==> src/rtl/spiflash_arb_pkg.sv <==
// Shared types, constants and helpers for the two-port SPI flash TileLink-UL Get arbiter.
package spiflash_arb_pkg;

  typedef enum logic [1:0] {IDLE, WAIT_D, DENY} arb_state_e;

  localparam int unsigned MAX_SIZE = 9;
  localparam logic [2:0] TL_ACCESS_ACK_DATA = 3'd1;

  // Number of 32-bit D beats for a Get; sub-word sizes still return a single beat.
  function automatic logic [7:0] size_to_beats(logic [3:0] size);
    if (size <= 4'd2) return 8'd1;
    return 8'd1 << (size - 4'd2);
  endfunction

endpackage

==> src/rtl/spiflash_tl_arbiter.sv <==
// Two-port TileLink-UL Get arbiter sharing one flash controller A/D channel pair.
// Build option: define SPIFLASH_ARB_FIXED_PRIO_EN for fixed port-0 priority instead of round-robin.
module spiflash_tl_arbiter
  import spiflash_arb_pkg::*;
#(
  parameter int unsigned TL_RS    = 3,
  parameter int unsigned MAX_SIZE = spiflash_arb_pkg::MAX_SIZE
) (
  input  logic             flash_clock_i,
  input  logic             flash_reset_i,

  input  logic [3:0]       m0_a_size,
  input  logic [TL_RS-1:0] m0_a_source,
  input  logic [23:0]      m0_a_address,
  input  logic             m0_a_valid,
  output logic             m0_a_ready,
  output logic [2:0]       m0_d_opcode,
  output logic [3:0]       m0_d_size,
  output logic [TL_RS-1:0] m0_d_source,
  output logic             m0_d_denied,
  output logic [31:0]      m0_d_data,
  output logic             m0_d_corrupt,
  output logic             m0_d_valid,
  input  logic             m0_d_ready,

  input  logic [3:0]       m1_a_size,
  input  logic [TL_RS-1:0] m1_a_source,
  input  logic [23:0]      m1_a_address,
  input  logic             m1_a_valid,
  output logic             m1_a_ready,
  output logic [2:0]       m1_d_opcode,
  output logic [3:0]       m1_d_size,
  output logic [TL_RS-1:0] m1_d_source,
  output logic             m1_d_denied,
  output logic [31:0]      m1_d_data,
  output logic             m1_d_corrupt,
  output logic             m1_d_valid,
  input  logic             m1_d_ready,

  output logic [3:0]       flash_a_size,
  output logic [TL_RS:0]   flash_a_source,
  output logic [23:0]      flash_a_address,
  output logic             flash_a_valid,
  input  logic             flash_a_ready,
  input  logic [2:0]       flash_d_opcode,
  input  logic [3:0]       flash_d_size,
  input  logic [TL_RS:0]   flash_d_source,
  input  logic             flash_d_denied,
  input  logic [31:0]      flash_d_data,
  input  logic             flash_d_corrupt,
  input  logic             flash_d_valid,
  output logic             flash_d_ready
);

  arb_state_e       state_q;
  logic             owner_q;
  logic             sel_q;
  logic             lock_q;
  logic             err_q;
  logic [7:0]       beats_q;
  logic [TL_RS-1:0] deny_source_q;
  logic [3:0]       deny_size_q;
  logic             rr_ptr;

`ifndef SPIFLASH_ARB_FIXED_PRIO_EN
  logic rr_ptr_q;
  assign rr_ptr = rr_ptr_q;
`else
  assign rr_ptr = 1'b0;
`endif

  logic [1:0]       a_valid;
  logic [1:0]       a_ready;
  logic [1:0]       d_ready;
  logic [1:0]       d_valid;
  logic [3:0]       a_size    [2];
  logic [TL_RS-1:0] a_source  [2];
  logic [23:0]      a_address [2];

  assign a_valid      = {m1_a_valid, m0_a_valid};
  assign d_ready      = {m1_d_ready, m0_d_ready};
  assign a_size[0]    = m0_a_size;
  assign a_size[1]    = m1_a_size;
  assign a_source[0]  = m0_a_source;
  assign a_source[1]  = m1_a_source;
  assign a_address[0] = m0_a_address;
  assign a_address[1] = m1_a_address;
  assign m0_a_ready   = a_ready[0];
  assign m1_a_ready   = a_ready[1];
  assign m0_d_valid   = d_valid[0];
  assign m1_d_valid   = d_valid[1];

  logic             arb_sel;
  logic             sel;
  logic             sel_valid;
  logic [3:0]       sel_size;
  logic             illegal;
  logic             owner_hit;
  logic [2:0]       rsp_opcode;
  logic [3:0]       rsp_size;
  logic [TL_RS-1:0] rsp_source;
  logic             rsp_denied;
  logic [31:0]      rsp_data;
  logic             rsp_corrupt;

  assign owner_hit = (flash_d_source[TL_RS] == owner_q);

  // A stalled request keeps its grant so a late competitor cannot preempt it.
  always_comb begin
    arb_sel = 1'b0;
    if (a_valid == 2'b10) begin
      arb_sel = 1'b1;
    end else if (a_valid == 2'b11) begin
      arb_sel = rr_ptr;
    end
    sel       = lock_q ? sel_q : arb_sel;
    sel_valid = a_valid[sel];
    sel_size  = a_size[sel];
    illegal   = 32'(sel_size) > MAX_SIZE;
  end

  always_comb begin
    flash_a_valid   = 1'b0;
    flash_a_size    = '0;
    flash_a_source  = '0;
    flash_a_address = '0;
    flash_d_ready   = 1'b0;
    a_ready         = '0;
    d_valid         = '0;
    rsp_opcode      = '0;
    rsp_size        = '0;
    rsp_source      = '0;
    rsp_denied      = 1'b0;
    rsp_data        = '0;
    rsp_corrupt     = 1'b0;
    if (!flash_reset_i) begin
      unique case (state_q)
        IDLE: begin
          flash_d_ready = 1'b1;
          if (sel_valid) begin
            if (illegal) begin
              a_ready[sel] = 1'b1;
            end else begin
              flash_a_valid   = 1'b1;
              flash_a_size    = sel_size;
              flash_a_source  = {sel, a_source[sel]};
              flash_a_address = a_address[sel];
              a_ready[sel]    = flash_a_ready;
            end
          end
        end
        WAIT_D: begin
          rsp_opcode  = flash_d_opcode;
          rsp_size    = flash_d_size;
          rsp_source  = flash_d_source[TL_RS-1:0];
          rsp_denied  = flash_d_denied;
          rsp_data    = flash_d_data;
          rsp_corrupt = flash_d_corrupt;
          if (owner_hit) begin
            d_valid[owner_q] = flash_d_valid;
            flash_d_ready    = d_ready[owner_q];
          end else begin
            flash_d_ready = 1'b1;
          end
        end
        DENY: begin
          flash_d_ready    = 1'b1;
          d_valid[owner_q] = 1'b1;
          rsp_opcode       = TL_ACCESS_ACK_DATA;
          rsp_size         = deny_size_q;
          rsp_source       = deny_source_q;
          rsp_denied       = 1'b1;
          rsp_corrupt      = 1'b1;
        end
        default: ;
      endcase
    end
  end

  assign m0_d_opcode  = owner_q ? '0 : rsp_opcode;
  assign m0_d_size    = owner_q ? '0 : rsp_size;
  assign m0_d_source  = owner_q ? '0 : rsp_source;
  assign m0_d_denied  = owner_q ? 1'b0 : rsp_denied;
  assign m0_d_data    = owner_q ? '0 : rsp_data;
  assign m0_d_corrupt = owner_q ? 1'b0 : rsp_corrupt;
  assign m1_d_opcode  = owner_q ? rsp_opcode : '0;
  assign m1_d_size    = owner_q ? rsp_size : '0;
  assign m1_d_source  = owner_q ? rsp_source : '0;
  assign m1_d_denied  = owner_q ? rsp_denied : 1'b0;
  assign m1_d_data    = owner_q ? rsp_data : '0;
  assign m1_d_corrupt = owner_q ? rsp_corrupt : 1'b0;

  always_ff @(posedge flash_clock_i) begin
    if (flash_reset_i) begin
      state_q       <= IDLE;
      owner_q       <= 1'b0;
      sel_q         <= 1'b0;
      lock_q        <= 1'b0;
      err_q         <= 1'b0;
      beats_q       <= '0;
      deny_source_q <= '0;
      deny_size_q   <= '0;
`ifndef SPIFLASH_ARB_FIXED_PRIO_EN
      rr_ptr_q      <= 1'b0;
`endif
    end else begin
      unique case (state_q)
        IDLE: begin
          if (sel_valid && illegal) begin
            owner_q       <= sel;
            deny_source_q <= a_source[sel];
            deny_size_q   <= sel_size;
            lock_q        <= 1'b0;
            state_q       <= DENY;
          end else if (flash_a_valid && flash_a_ready) begin
            owner_q <= sel;
            beats_q <= size_to_beats(sel_size);
            lock_q  <= 1'b0;
            state_q <= WAIT_D;
          end else if (flash_a_valid) begin
            lock_q <= 1'b1;
            sel_q  <= sel;
          end else begin
            lock_q <= 1'b0;
          end
        end
        WAIT_D: begin
          if (flash_d_valid && flash_d_ready && owner_hit) begin
            beats_q <= beats_q - 8'd1;
            if (beats_q == 8'd1) begin
              state_q <= IDLE;
`ifndef SPIFLASH_ARB_FIXED_PRIO_EN
              rr_ptr_q <= ~owner_q;
`endif
            end
          end
        end
        DENY: begin
          if (d_ready[owner_q]) begin
            state_q <= IDLE;
`ifndef SPIFLASH_ARB_FIXED_PRIO_EN
            rr_ptr_q <= ~owner_q;
`endif
          end
        end
        default: state_q <= IDLE;
      endcase
      // Stray or misrouted beats are swallowed but remembered.
      if (flash_d_valid && flash_d_ready && !(state_q == WAIT_D && owner_hit)) begin
        err_q <= 1'b1;
      end
    end
  end

endmodule

==> config.mk <==
export PLATFORM = sky130hd
export DESIGN_NAME = spiflash_tl_arbiter
export DESIGN_NICKNAME = d
export VERILOG_FILES = /design/src/rtl/spiflash_arb_pkg.sv /design/src/rtl/spiflash_tl_arbiter.sv
export SDC_FILE = /design/constraint.sdc
export NUM_CORES = 1
export LEC_CHECK = 0
export CORE_MARGIN = 4
export CORE_UTILIZATION = 34
export DETAILED_ROUTE_END_ITERATION = 16
export PLACE_DENSITY = 0.95
export SYNTH_ARGS = -nofsm -noshare
export SYNTH_HDL_FRONTEND = slang
export SYNTH_SLANG_ARGS = --single-unit
==> constraint.sdc <==
create_clock -name flash_clock_i -period 6.06 [get_ports flash_clock_i]
set_clock_uncertainty 0.2 [all_clocks]
set_input_delay 1.212 -clock flash_clock_i [delete_from_list [all_inputs] [get_ports flash_clock_i]]
set_output_delay 1.212 -clock flash_clock_i [all_outputs]
set_load 0.005 [all_outputs]
# Yosys cells after proc, flatten, opt, wreduce, memory -nomap -nowiden
# Cells that the tools add are included.
[totals]
out_inout_bits = 126
in_bits = 115
register_bits = 21
[classes]
reduce_logical = 17
addsub = 2
n_bitwise = 6
magnitude_cmp = 7
n_shift = 1
eq_ne = 12
muxes = 96
[ops]
columns = ["operator", "n"]
rows = [
  ["two-way mux 24 bit", 7],
  ["two-way mux 32 bit", 4],
  ["two-way mux 4 bit", 14],
  ["two-way mux 8 bit", 5],
  ["two-way mux 1 bit", 34],
  ["two-way mux 3 bit", 9],
  ["two-way mux 2 bit", 11],
  ["case mux 8 bit (2 select lines)", 1],
  ["AND reduction 4 bit", 4],
  ["case mux 3 bit (2 select lines)", 2],
  ["!= test 2 bit (second input constant)", 5],
  ["== test 8 x 1 -> 1 bit (second input constant)", 1],
  ["case mux 1 bit (2 select lines)", 4],
  ["case mux 4 bit (2 select lines)", 1],
  ["<< shifter 1 x 4 -> 8 bit (first input constant)", 1],
  ["subtractor 8 x 1 -> 8 bit (second input constant)", 1],
  ["== test 2 bit (second input constant)", 3],
  ["logical AND 1 bit", 6],
  ["case mux 2 bit (3 select lines)", 1],
  ["nonzero test 2 bit", 3],
  ["AND 2 bit", 2],
  ["> comparator 4 bit (second input constant)", 1],
  ["less-or-equal comparator 4 x 2 -> 1 bit (second input constant)", 1],
  ["less-than comparator 1 x 2 -> 1 bit (second input constant)", 2],
  ["other kinds (13)", 18],
]

# Logic depth before layout (Yosys ltp)
[depth]
depth_word = 22
depth_mapped = 10
ltp_nobuf = 9

# Worst setup path after synthesis
# OpenSTA, ideal clock, no wires.
[synth_timing]
path_kind = "input-to-output"
startpoint = "input port m1_a_valid"
endpoint = "output port flash_a_address[19]"
arrival_ns = 2.540
path_slack_ns = 2.108
required_ns = 4.648
stages = 7
path_cell_list = "mux2i_1 > a211oi_2 > nand2_1 > or2_1 > clkbuf_1 > clkbuf_1 > a21oi_1"
[synth_via]
elab_chain_len = 13
[synth_rtl]
columns = ["item", "line_no", "rtl"]
rows = [
  ["start, declared", "spiflash_tl_arbiter.sv:29", "input logic m1_a_valid,"],
  ["== test 2 bit", "spiflash_tl_arbiter.sv:113", "end else if (a_valid == 2'b11) begin"],
  ["two-way mux 1 bit", "spiflash_tl_arbiter.sv:113", ""],
  ["two-way mux 1 bit", "spiflash_tl_arbiter.sv:111", "if (a_valid == 2'b10) begin"],
  ["two-way mux 1 bit", "spiflash_tl_arbiter.sv:116", "sel = lock_q ? sel_q : arb_sel;"],
  ["NOT 1 -> 2 bit (not written as such)", "spiflash_tl_arbiter.sv:118, spiflash_tl_arbiter.sv:147", ""],
  ["two-way mux 4 bit (not written as such) (3 in series)", "spiflash_tl_arbiter.sv:118", "sel_size = a_size[sel];"],
  ["> comparator 4 bit", "spiflash_tl_arbiter.sv:119", "illegal = 32'(sel_size) > MAX_SIZE;"],
  ["two-way mux 24 bit", "spiflash_tl_arbiter.sv:141", "if (illegal) begin"],
  ["two-way mux 24 bit (*)", "spiflash_tl_arbiter.sv:140", "if (sel_valid) begin"],
  ["two-way mux 24 bit (*)", "spiflash_tl_arbiter.sv:137", "unique case (state_q)"],
  ["two-way mux 24 bit (*)", "spiflash_tl_arbiter.sv:136", "if (!flash_reset_i) begin"],
  ["end, declared", "spiflash_tl_arbiter.sv:42", "output logic [23:0] flash_a_address,"],
]
# Every way passes the cells marked *; elsewhere a longest branch is shown, timed or not. The select of a mux whose other input is x is not followed.

# Worst setup path in the final report
[layout_timing]
startpoint = "input port m0_a_valid"
endpoint = "output port flash_a_address[17]"
[layout_via]
elab_chain_len = 13
[layout_rtl]
columns = ["item", "line_no", "rtl"]
rows = [
  ["start, declared", "spiflash_tl_arbiter.sv:15", "input logic m0_a_valid,"],
  ["== test 2 bit", "spiflash_tl_arbiter.sv:113", ""],
  ["two-way mux 1 bit", "spiflash_tl_arbiter.sv:113", ""],
  ["two-way mux 1 bit", "spiflash_tl_arbiter.sv:111", ""],
  ["two-way mux 1 bit", "spiflash_tl_arbiter.sv:116", ""],
  ["NOT 1 -> 2 bit (not written as such)", "spiflash_tl_arbiter.sv:118, spiflash_tl_arbiter.sv:147", ""],
  ["two-way mux 4 bit (not written as such) (3 in series)", "spiflash_tl_arbiter.sv:118", ""],
  ["> comparator 4 bit", "spiflash_tl_arbiter.sv:119", ""],
  ["two-way mux 24 bit", "spiflash_tl_arbiter.sv:141", ""],
  ["two-way mux 24 bit (*)", "spiflash_tl_arbiter.sv:140", ""],
  ["two-way mux 24 bit (*)", "spiflash_tl_arbiter.sv:137", ""],
  ["two-way mux 24 bit (*)", "spiflash_tl_arbiter.sv:136", ""],
]
# Marks and branches as above.

==> out/metrics.yaml <==
global_routing:
  antenna_found_initial: 0
  grt_usage_pct: 25.6
  grt_max_degree: 77
  grt_pass1_vias: 3621
  gr-total-overflow: 0
  grt_pass1_wl_mm: 18.6
worst_setup_path:
  cp.arrival_ps: 4160
  worstSetupPathType: "in2out"
  crit_required_ps: 4650
  r2r_slack_ps: 2570
  critPathCaptureType: "output pin"
  start_kind: "input pin"
  cp_max_fo: 40
sta:
  fin_ws_ps: 486
  rsz0062_at_grt: "no"
  fin_tns_setup_ps: 0
  min_period_over_period_pct: 92.0
  setup_viol: 0
  hold_violations: 0
  fmax_ghz: 0.179
  fin_hold_ws_ps: 303
  period_minus_slack_ps: 5570
  relSlewSlack_pct: 29.3
  slew_viol_final: 0
  worstMarginPinSlew_ps: 1060
placement:
  hpwl_mm: 9.92
  pre_cts_ws_ps: 515
  port_buffers: 240
  dpl-instance-area_um2: 5000
  place_inst: 710
  routabilityCongestion: 0.999
drt:
  drc_errors: 0
  postRouteWirelength_mm: 12.4
  drt-initial-drc-count: 246
  ant_nets: 0
  firstDrtPassIters: 4
  viasPerCell: 5.24
  via_count: 3741
  wl_per_cell_um: 17.3
clock_network:
  ctsHtreeMaxLevel: 1
  cts_resized: 0
  clk_pin_slew_ps: 100
  cts_hold_buf: 0
  clk_latency_ps: 280
  cts_made_buffers: 3
  clockBufferDepth: 2
  cts_tree: "yes"
  cts_setup_buffers: 0
  cts.sinks: 21
  cts-root-buf: "clkbuf_8"
synth:
  ys_ff_latch: 21
  synth_ff_type: "dfxtp_1"
  syn-cell-area_um2: 2580
  ys_seq_area_share_pct: 16.3
  synth_edf_count: 0
  synth_cell_types: 54
  async_flop_share_pct: 0
  ys.warnings.count: 0
  synth_nets: 523
  syn_avg_cell_area_um2: 6.43
  synth_cells: 402
final_layout:
  postLayoutCellArea_um2: 5050
  nets: 737
  postLayoutCoreUtil_pct: 68.9
  area_growth_pct: 95.4
  diodes: 0
  drive_gt1_share_pct: 4.39
  final_cells: 714
die:
  num_rows: 31
  die_area_um2: 9060
  io_pins: 241
  core_area_um2: 7330
  die_w_um: 95.2
  die_h_um: 95.2
  start_util_pct: 35.2
min_path:
  hold_path.class: "reg2reg"
power_and_ir_drop:
  power.density_nw_per_um2: 127
  leakage_nw: 2.06
  vdd_drop_max_uv: 83.1
  power_mw: 0.640
flow_run:
  max_cap_viol_count: 0
run_status:
  status: "completed"
==> state kept, by name, indices dropped and copies added, names as in the netlist <==
name / count
beats_q: 8
deny_size_q: 4
deny_source_q: 3
state_q: 2
lock_q: 1
owner_q: 1
rr_ptr: 1
sel_q: 1
==> worst paths after layout <==
| kind | from | end | depth (start not counted) |
|---|---|---|---|
| setup reg to reg | state_q[1] | beats_q[6] | 9 |
| hold / removal | deny_size_q[3] | deny_size_q[3] | 2 |
| setup / recovery | m0_a_valid | flash_a_address[17] | 7 |
| hold reg to reg | deny_size_q[3] | deny_size_q[3] | 2 |
==> layer usage <==
metal / track usage (%) / wire, um
met4: 6.13 / 270
met5: 0 / 0
met1: 32.9 / 5060
met2: 44.6 / 6380
met3: 3.95 / 654
==> synth_stat cells, types with 6 or more instances <==
library cell  number  area (um2)
dfxtp_1           21         420
clkbuf_1          27         101
o21ai_0            6        30.0
a21oi_1           35         175
mux2i_1           10         100
ha_1               6        75.1
nor2_1            54         203
nand2_1           72         270
buf_2              6        30.0
and3_1            69         432
a22oi_1            7        52.6
inv_1              9        33.8
nor2b_1            7        43.8
==> area by class of cell <==
type / instances / area [um2]
Fill cell: 578 / 2280
Inverter: 10 / 37.5
Multi-Input combinational cell: 334 / 1970
Tap cell: 99 / 124
Sequential cell: 21 / 420
Clock buffer: 3 / 41.3
Clock inverter: 1 / 7.51
Timing Repair Buffer: 246 / 2450
==> cell families after synthesis <==
family	count (synthesis)	share of synthesized area (%)
flops	21	16.3
mux	10	3.87
compound gates	82	23.8
buf+inv	47	7.70
fa+ha+maj	6	2.91
simple gates	232	44.1
xor+xnor	4	1.36
==> cell usage in the layout (no fill, tap or decap), types with 2 or more instances in the layout <==
| cell type | synthesis | layout |
|---|---|---|
| a211oi_1 | 5 | 5 |
| a21oi_1 | 35 | 35 |
| a22oi_1 | 7 | 7 |
| a311oi_1 | 3 | 3 |
| a311oi_2 | 3 | 3 |
| a31oi_1 | 4 | 4 |
| a32o_1 | 2 | 2 |
| and3_1 | 69 | 69 |
| buf_4 | 0 | 6 |
| clkbuf_8 | 0 | 3 |
| clkdlybuf4s50_1 | 0 | 240 |
| dfxtp_1 | 21 | 21 |
| ha_1 | 6 | 5 |
| inv_1 | 9 | 9 |
| mux2i_1 | 10 | 10 |
| nand2_1 | 72 | 72 |
| nand2b_1 | 5 | 5 |
| nand3_1 | 5 | 5 |
| nand4_1 | 2 | 2 |
| nor2_1 | 54 | 54 |
| nor2b_1 | 7 | 6 |
| nor3_1 | 4 | 4 |
| nor4_1 | 2 | 2 |
| o21ai_0 | 6 | 6 |
| o21ai_2 | 2 | 2 |
| or4_1 | 3 | 3 |
| xnor2_1 | 2 | 2 |
| xor2_1 | 2 | 2 |
==> power breakdown <==
| group | internal (mW) | leakage [nW] | switching (mW) |
|---|---|---|---|
| Sequential | 0.154 | 0.172 | 0.0147 |
| Combinational | 0.186 | 1.87 | 0.183 |
| Clock | 0.0467 | 0.0217 | 0.0550 |
==> worst max-delay path, stage by stage <==
cell,delay (ps)
clkdlybuf4s50_1,520
and2b_1,230
o21a_4,460
o21ai_2,190
or2_1,620
a21oi_1,360
clkdlybuf4s50_1,560
No activity file was read; power rests on OpenSTA's default activity.
